===== src/rtl/cu_pkg.sv =====
// cu_pkg: shared encodings for the multicycle control unit.
// Holds the FSM state encoding, opcode constants, ALUOp/SrcPc/WB encodings,
// the packed control vector produced by cu_decode, and opcode-class helpers.
package cu_pkg;

  typedef enum logic [2:0] {
    ST_FETCH  = 3'd0,
    ST_DECODE = 3'd1,
    ST_EXEC   = 3'd2,
    ST_MEM    = 3'd3,
    ST_WB     = 3'd4,
    ST_FAULT  = 3'd7
  } state_e;

  localparam logic [3:0] OP_AND  = 4'd0;
  localparam logic [3:0] OP_ADD  = 4'd1;
  localparam logic [3:0] OP_SUB  = 4'd2;
  localparam logic [3:0] OP_ANDI = 4'd3;
  localparam logic [3:0] OP_ADDI = 4'd4;
  localparam logic [3:0] OP_LW   = 4'd5;
  localparam logic [3:0] OP_LB   = 4'd6;
  localparam logic [3:0] OP_SW   = 4'd7;
  localparam logic [3:0] OP_BGT  = 4'd8;
  localparam logic [3:0] OP_BLT  = 4'd9;
  localparam logic [3:0] OP_BEQ  = 4'd10;
  localparam logic [3:0] OP_BNE  = 4'd11;
  localparam logic [3:0] OP_JMP  = 4'd12;
  localparam logic [3:0] OP_CALL = 4'd13;
  localparam logic [3:0] OP_RET  = 4'd14;
  localparam logic [3:0] OP_SV   = 4'd15;

  localparam logic [1:0] ALU_AND = 2'b00;
  localparam logic [1:0] ALU_ADD = 2'b01;
  localparam logic [1:0] ALU_SUB = 2'b10;

  localparam logic [1:0] PC_INC    = 2'b00;
  localparam logic [1:0] PC_BRANCH = 2'b01;
  localparam logic [1:0] PC_JUMP   = 2'b10;
  localparam logic [1:0] PC_RET    = 2'b11;

  localparam logic [1:0] WB_ALU = 2'b00;
  localparam logic [1:0] WB_MEM = 2'b01;
  localparam logic [1:0] WB_PC  = 2'b10;

  typedef struct packed {
    logic [1:0] src_pc;
    logic       src_rw;
    logic       src_rb;
    logic       src_ra;
    logic       reg_w;
    logic       src_a;
    logic       src_b;
    logic [1:0] alu_op;
    logic       mem_add_src;
    logic       data_in_src;
    logic       mem_w;
    logic       mem_r;
    logic [1:0] wb;
    logic       take_ext1;
    logic       take_ext2;
    logic       byte_en;
    logic       pc_we;
    logic       ir_we;
    logic       last;   // final state of the current instruction
  } cu_ctrl_t;

  function automatic logic is_jump(input logic [3:0] op);
    return (op == OP_JMP) || (op == OP_CALL) || (op == OP_RET);
  endfunction

  function automatic logic is_branch(input logic [3:0] op);
    return (op == OP_BGT) || (op == OP_BLT) || (op == OP_BEQ) || (op == OP_BNE);
  endfunction

  function automatic logic is_load(input logic [3:0] op);
    return (op == OP_LW) || (op == OP_LB);
  endfunction

  function automatic logic is_store(input logic [3:0] op);
    return (op == OP_SW) || (op == OP_SV);
  endfunction

endpackage


===== src/rtl/cu_decode.sv =====
// cu_decode: combinational control decode for the multicycle control unit.
// Ports:
//   state  in  state_e    current FSM state
//   opcode in  4          instruction opcode
//   mode   in  1          mode bit (R0 compare / sign extension)
//   ZF, NF in  1 each     ALU flags, used for branch resolution in EXEC
//   ctrl   out cu_ctrl_t  raw control vector; the top applies handshake,
//                         enable and reset gating to the write enables
module cu_decode
  import cu_pkg::*;
(
  input  state_e     state,
  input  logic [3:0] opcode,
  input  logic       mode,
  input  logic       ZF,
  input  logic       NF,
  output cu_ctrl_t   ctrl
);

  logic taken;

  always_comb begin
    taken = 1'b0;
    case (opcode)
      OP_BGT:  taken = !ZF && !NF;
      OP_BLT:  taken = NF;
      OP_BEQ:  taken = ZF;
      OP_BNE:  taken = !ZF;
      default: taken = 1'b0;
    endcase
  end

  always_comb begin
    ctrl = '0;
    case (state)
      ST_FETCH: begin
        ctrl.mem_r  = 1'b1;
        ctrl.ir_we  = 1'b1;
        ctrl.pc_we  = 1'b1;
        ctrl.src_pc = PC_INC;
      end
      ST_DECODE: begin
        case (opcode)
          OP_JMP: begin
            ctrl.pc_we  = 1'b1;
            ctrl.src_pc = PC_JUMP;
            ctrl.last   = 1'b1;
          end
          OP_CALL: begin
            // link: PC written to R7 while jumping
            ctrl.pc_we  = 1'b1;
            ctrl.src_pc = PC_JUMP;
            ctrl.reg_w  = 1'b1;
            ctrl.src_rw = 1'b1;
            ctrl.wb     = WB_PC;
            ctrl.last   = 1'b1;
          end
          OP_RET: begin
            ctrl.pc_we  = 1'b1;
            ctrl.src_pc = PC_RET;
            ctrl.last   = 1'b1;
          end
          default: ;
        endcase
      end
      ST_EXEC: begin
        if (is_branch(opcode)) begin
          ctrl.alu_op = ALU_SUB;
          ctrl.src_rb = mode;
          ctrl.last   = 1'b1;
          if (taken) begin
            ctrl.pc_we  = 1'b1;
            ctrl.src_pc = PC_BRANCH;
          end
        end
      end
      ST_MEM: begin
        if (is_load(opcode)) begin
          ctrl.mem_r       = 1'b1;
          ctrl.mem_add_src = 1'b1;
          ctrl.byte_en     = (opcode == OP_LB);
          ctrl.take_ext2   = mode;
        end else if (is_store(opcode)) begin
          ctrl.mem_w       = 1'b1;
          ctrl.mem_add_src = 1'b1;
          ctrl.data_in_src = (opcode == OP_SV);
          ctrl.last        = 1'b1;
        end
      end
      ST_WB: begin
        ctrl.reg_w = 1'b1;
        ctrl.last  = 1'b1;
        if (is_load(opcode)) begin
          ctrl.wb        = WB_MEM;
          ctrl.byte_en   = (opcode == OP_LB);
          ctrl.take_ext2 = mode;
        end else begin
          ctrl.wb = WB_ALU;
          case (opcode)
            OP_ADD, OP_ADDI: ctrl.alu_op = ALU_ADD;
            OP_SUB:          ctrl.alu_op = ALU_SUB;
            default:         ctrl.alu_op = ALU_AND;
          endcase
          if ((opcode == OP_ANDI) || (opcode == OP_ADDI)) begin
            ctrl.src_b     = 1'b1;
            ctrl.take_ext1 = 1'b1;
          end
        end
      end
      default: ;  // FAULT drives nothing
    endcase
  end

endmodule


===== src/rtl/multicycle_control_unit.sv =====
// multicycle_control_unit: FSM sequencer for a multicycle datapath.
// Owns the state register, the 8-bit memory wait/timeout counter and the
// optional performance counters; output decode lives in cu_decode.
// Ports: clk, rst_n (sync, active low), cu_enable, PC (trace only), opcode,
//   mode, ZF, NF, mem_ready in; SrcPc, SrcRW, SrcRB, SrcRA, RegW, SrcA, SrcB,
//   ALUOp, MemAddSrc, DataInSrc, MemW, MemR, WB, TakeExt1, TakeExt2, byte_en,
//   pc_we, ir_we, state, instr_done, fault out.
// Macro CU_PERF_COUNT_EN adds retired_cnt and stall_cnt outputs.
module multicycle_control_unit
  import cu_pkg::*;
#(
  parameter int PC_W        = 16,
  parameter int MEM_TIMEOUT = 15
) (
  input  logic            clk,
  input  logic            rst_n,
  input  logic            cu_enable,
  input  logic [PC_W-1:0] PC,
  input  logic [3:0]      opcode,
  input  logic            mode,
  input  logic            ZF,
  input  logic            NF,
  input  logic            mem_ready,
  output logic [1:0]      SrcPc,
  output logic            SrcRW,
  output logic            SrcRB,
  output logic            SrcRA,
  output logic            RegW,
  output logic            SrcA,
  output logic            SrcB,
  output logic [1:0]      ALUOp,
  output logic            MemAddSrc,
  output logic            DataInSrc,
  output logic            MemW,
  output logic            MemR,
  output logic [1:0]      WB,
  output logic            TakeExt1,
  output logic            TakeExt2,
  output logic            byte_en,
  output logic            pc_we,
  output logic            ir_we,
  output logic [2:0]      state,
  output logic            instr_done,
  output logic            fault
`ifdef CU_PERF_COUNT_EN
  ,
  output logic [PC_W-1:0] retired_cnt,
  output logic [PC_W-1:0] stall_cnt
`endif
);

  // Last wait count before a further idle cycle would reach MEM_TIMEOUT.
  localparam logic [7:0] WAIT_LAST = 8'(MEM_TIMEOUT - 1);

  state_e     state_q, state_d;
  logic [7:0] wait_q, wait_d;
  logic       rst_seen_q;  // reset was sampled at the previous edge
  cu_ctrl_t   dec, vis;
  logic       mem_st, live, go, adv, waiting;
  logic       unused_pc;

  assign unused_pc = ^PC;

  cu_decode u_decode (
    .state  (state_q),
    .opcode (opcode),
    .mode   (mode),
    .ZF     (ZF),
    .NF     (NF),
    .ctrl   (dec)
  );

  // The cycle after a reset edge is a dead cycle: outputs all 0, FSM holds.
  assign mem_st  = (state_q == ST_FETCH) || (state_q == ST_MEM);
  assign live    = rst_n && !rst_seen_q;
  assign go      = live && cu_enable;
  assign waiting = go && mem_st && !mem_ready;
  assign adv     = go && !(mem_st && !mem_ready);

  always_comb begin
    state_d = state_q;
    wait_d  = wait_q;
    if (waiting) begin
      if (wait_q == WAIT_LAST) begin
        state_d = ST_FAULT;
        wait_d  = '0;
      end else begin
        wait_d = wait_q + 8'd1;
      end
    end else if (adv) begin
      wait_d = '0;
      case (state_q)
        ST_FETCH:  state_d = ST_DECODE;
        ST_DECODE: begin
          if (is_jump(opcode)) state_d = ST_FETCH;
          else                 state_d = ST_EXEC;
        end
        ST_EXEC: begin
          if (is_branch(opcode))                         state_d = ST_FETCH;
          else if (is_load(opcode) || is_store(opcode))  state_d = ST_MEM;
          else                                           state_d = ST_WB;
        end
        ST_MEM: begin
          if (is_load(opcode)) state_d = ST_WB;
          else                 state_d = ST_FETCH;
        end
        ST_WB:     state_d = ST_FETCH;
        default:   state_d = ST_FAULT;
      endcase
    end
  end

  always_ff @(posedge clk) begin
    if (!rst_n) begin
      state_q    <= ST_FETCH;
      wait_q     <= '0;
      rst_seen_q <= 1'b1;
    end else begin
      state_q    <= state_d;
      wait_q     <= wait_d;
      rst_seen_q <= 1'b0;
    end
  end

  assign vis = rst_seen_q ? '0 : dec;

  assign SrcPc      = vis.src_pc;
  assign SrcRW      = vis.src_rw;
  assign SrcRB      = vis.src_rb;
  assign SrcRA      = vis.src_ra;
  assign SrcA       = vis.src_a;
  assign SrcB       = vis.src_b;
  assign ALUOp      = vis.alu_op;
  assign MemAddSrc  = vis.mem_add_src;
  assign DataInSrc  = vis.data_in_src;
  assign MemR       = vis.mem_r;
  assign WB         = vis.wb;
  assign TakeExt1   = vis.take_ext1;
  assign TakeExt2   = vis.take_ext2;
  assign byte_en    = vis.byte_en;
  // MemW stays up through the mem_ready cycle; the rest fire only on advance.
  assign MemW       = vis.mem_w & go;
  assign pc_we      = vis.pc_we & adv;
  assign ir_we      = vis.ir_we & adv;
  assign RegW       = vis.reg_w & adv;
  assign instr_done = vis.last & adv;
  assign state      = state_q;
  assign fault      = (state_q == ST_FAULT);

`ifdef CU_PERF_COUNT_EN
  logic [PC_W-1:0] retired_q, stall_q;

  always_ff @(posedge clk) begin
    if (!rst_n) begin
      retired_q <= '0;
      stall_q   <= '0;
    end else begin
      if (instr_done) retired_q <= retired_q + PC_W'(1);
      if (waiting)    stall_q   <= stall_q + PC_W'(1);
    end
  end

  assign retired_cnt = retired_q;
  assign stall_cnt   = stall_q;
`endif

endmodule

===== config.mk =====
export PLATFORM = sky130hd
export DESIGN_NAME = multicycle_control_unit
export DESIGN_NICKNAME = d
export VERILOG_FILES = /design/src/rtl/cu_pkg.sv /design/src/rtl/cu_decode.sv /design/src/rtl/multicycle_control_unit.sv
export SDC_FILE = /design/constraint.sdc
export NUM_CORES = 1
export LEC_CHECK = 0
export BUFFER_PORTS_ARGS = -buffer_cell sky130_fd_sc_hd__buf_4
export CORE_ASPECT_RATIO = 2
export CORE_MARGIN = 2
export CORE_UTILIZATION = 45
export DETAILED_ROUTE_END_ITERATION = 7
export PLACE_DENSITY = 0.72
export REMOVE_ABC_BUFFERS = 1
export SKIP_LAST_GASP = 1
export SLEW_MARGIN = 20
export SYNTH_ARGS = -nofsm -noshare
export SYNTH_HDL_FRONTEND = slang
export SYNTH_HIERARCHICAL = 1
export SYNTH_SLANG_ARGS = --single-unit

===== constraint.sdc =====
create_clock -name clk -period 2.07 [get_ports clk]
set_input_delay 0.1035 -clock clk [delete_from_list [all_inputs] [get_ports clk]]
set_output_delay 0.1035 -clock clk [all_outputs]
set_load 0.05 [all_outputs]

==> metrics.yaml <==
status:
  status: "complete, no violations"
timing:
  maxSlewViolCount: 0
  fin_hold_ws_ns: 0.1509
  finalClockSkew_ns: 0.001082
  setup_ws_ns: 0.1386
  rsz0062_at_grt: "no"
  period_needed_ns: 1.931
  relSlewSlack_pct: 35.70
  tightest_slew_ns: 0.9626
  fin_crit_sh_pct: 93.30
  setup_violations: 0
  timing.fmax_ghz: 0.5178
  hold_violations: 0
cts:
  post_cts_buffers: 0
  numCtsBuffers: 3
  insertion_delay_ns: 0.25
  cts_tree: "built"
  h-tree-depth: 1
  cts_root_buffer: "clkbuf_8"
  cts.sinks: 12
  clock_path_buffers: 2
  clk_pin_slew_worst_paths_ns: 0.06
detailed_routing:
  wl_mm: 3.385
  wl_per_cell_um: 15.46
  antenna_left: 0
  vias_per_cell: 5.868
  first_pass_iters: 4
  vias: 1285
  drc: 0
  first_iter_violations: 23
die:
  die-width_um: 41.21
  die-area_sq_mm: 0.003232
  start_util_pct: 46.11
  die_h_um: 78.42
  coreArea_sq_mm: 0.002703
  rows: 27
  io_pins: 53
pwr:
  finalPower_uw: 678.1
  p_per_area_mw_per_mm2: 435.0
  p_leak_nw: 0.6713
  ir_worst_vdd_uv: 235.9
synth:
  async_flop_share_pct: 0
  ys_seq_area_share_pct: 19.28
  yosys_warnings: 6
  syn_inst: 159
  synth_area_sq_mm: 0.001246
  synth_area_leaders: "dfxtp_1 19%, nor2b_1 9.0%, nor3_1 4.0%"
  synth.most_common_cell: "nor2b_1"
  yosys-top-cells-count: "18 x nor2b_1, 12 x dfxtp_1, 10 x nor3_1, 7 x inv_1, 7 x nand2_1"
  synth_cell_types: 52
  synth_edf_count: 0
  ys_seq_elements: 12
  synth_ff_type: "dfxtp_1"
  yosys.area.top_type: "dfxtp_1"
  synth_top_area_share_pct: 19.28
  syn_area_per_cell_sq_um: 7.838
worst_hold_path:
  whs_path_depth: 2
  hp-start: "rst_n"
  min_to: "state[0]"
  hold_path.class: "primary input to flop"
global_route:
  grt_pass1_vias: 1236
  grt_use_met2_pct: 42.50
  use_met1_pct: 21.64
  antenna_found_initial: 0
  track_usage_pct: 22.49
  top_usage_layer: "met2"
  overflow: 0
  grt_util_met3_pct: 1.412
  grt_first_pass_wirelength_mm: 5.250
  grt_start_max_net_pins: 19
worst_setup_path:
  rr_startpoint: "state[1]"
  arrival_ns: 1.83
  worstPathCellList: "nor4b_2, and2_1, a31o_2, nor2b_1, buf_4"
  slowest_delay_ns: 0.53
  crit_type: "flop to primary output"
  required_ns: 1.97
  crit_slowest_cell: "dfxtp_1"
  worstRegToRegCells: 5
  critPathLaunchType: "flop"
  reg2reg_slack_ns: 0.38
  cp-end-kind: "primary output"
  r2r_end: "state[1]"
  crit_fanout: 10
placed_design:
  portBuffers: 34
  placed_cells: 215
  gp_congestion: 0.8592
  dp.final_hpwl_mm: 2.617
  pre_cts_ws_ns: 0.3515
cells_and_area:
  instances_no_fill: 219
  final_nets: 220
  drive_above_1_share_pct: 33.16
  area_delta_synth_final_pct: 25.10
  n_antenna_cell: 0
job:
  maxCapViolations: 0
==> report_power, final <==
| part | leakage, nW | internal [mW] | switching (mW) | total (mW) |
|---|---|---|---|---|
| Clock | 0.0288 | 0.169 | 0.0955 | 0.264 |
| Sequential | 0.0974 | 0.236 | 0.00880 | 0.245 |
| Combinational | 0.545 | 0.0628 | 0.107 | 0.169 |
| Total | 0.671 | 0.467 | 0.211 | 0.678 |
==> metrics by stage <==
step | TNS [ns] | utilization [%] | area [sq um]
CTS | 0 | 57.18 | 1545
detailed placement | 0 | 55.14 | 1490
global route | 0 | 57.69 | 1559
global placement | 0 | 55.14 | 1490
floorplan | -3.154 | - | 1161
finish | 0 | 57.69 | 1559
==> how the worst max path moves through the flow <==
stage                        start  endpoint  cells after the start
after floorplan           state[2]  ALUOp[1]                      4
after global placement    state[1]  ALUOp[1]                      5
after detailed placement  state[1]  SrcPc[0]                      5
after CTS                 state[1]  SrcPc[0]                      5
after global routing      state[1]  SrcPc[0]                      5
final                     state[1]  SrcPc[0]                      5
==> worst max-delay path, delay by kind of cell, from the launching register on <==
family / cells / cell delay (ns)
flip-flops: 1 / 0.53
buffers and inverters: 1 / 0.20
AND/OR/NAND/NOR: 3 / 0.67
AO/OA/AOI/OAI: 1 / 0.17
==> final cells by class <==
type	instances	area (sq um)
inverter	7	26.28
multi-input combinational	128	908.4
fill	267	1144
clock buffer	4	55.05
tap	29	36.28
timing repair buffer	39	292.8
sequential	12	240.2
==> placed cells by master, fill, tap and decap left out, drive strengths merged, types with 2 or more instances in the layout <==
| master | Yosys | layout |
|---|---|---|
| nor2b | 18 | 18 |
| and2 | 9 | 9 |
| nand2 | 8 | 8 |
| and3 | 3 | 3 |
| nor3b | 2 | 2 |
| o21ai | 3 | 3 |
| a21o | 2 | 2 |
| xnor2 | 5 | 5 |
| nand3 | 5 | 5 |
| buf | 10 | 39 |
| or2 | 2 | 2 |
| ha | 2 | 2 |
| a211oi | 4 | 4 |
| nand2b | 4 | 4 |
| nand4 | 5 | 5 |
| nand3b | 4 | 4 |
| dfxtp | 12 | 12 |
| nor3 | 12 | 12 |
| a21oi | 5 | 5 |
| nor2 | 6 | 6 |
| clkbuf | 3 | 4 |
| conb | 1 | 2 |
| xor2 | 5 | 5 |
| inv | 7 | 7 |
| nor4 | 4 | 4 |
==> registers in the layout, summed over array words and instances (netlist names) <==
name,flops
wait_q,8
state,3
rst_seen_q,1
==> per-layer routing <==
metal / part of all wire [%] / vias up
li1: - / 620
met5: 0 / -
met1: 36 / 621
met4: 2.4 / 0
met2: 58 / 36
met3: 3.7 / 8
==> cell families after synthesis <==
kind of cell | count (synthesis) | synth area share, %
and+or+nand+nor | 88 | 44.88
DFF | 12 | 19.28
other | 1 | 0.3009
buffers and inverters | 20 | 9.237
AOI/OAI and AO/OA | 26 | 17.27
adders and majority gates | 2 | 2.008
xor gates and xnor gates | 10 | 7.028
==> timing repair <==
item	4_1_cts	5_1_grt
gates resized for setup	0	3
hold buffers	0	0
endpoints found under the setup margin	0	5
No activity file was read; power rests on OpenSTA's default activity.
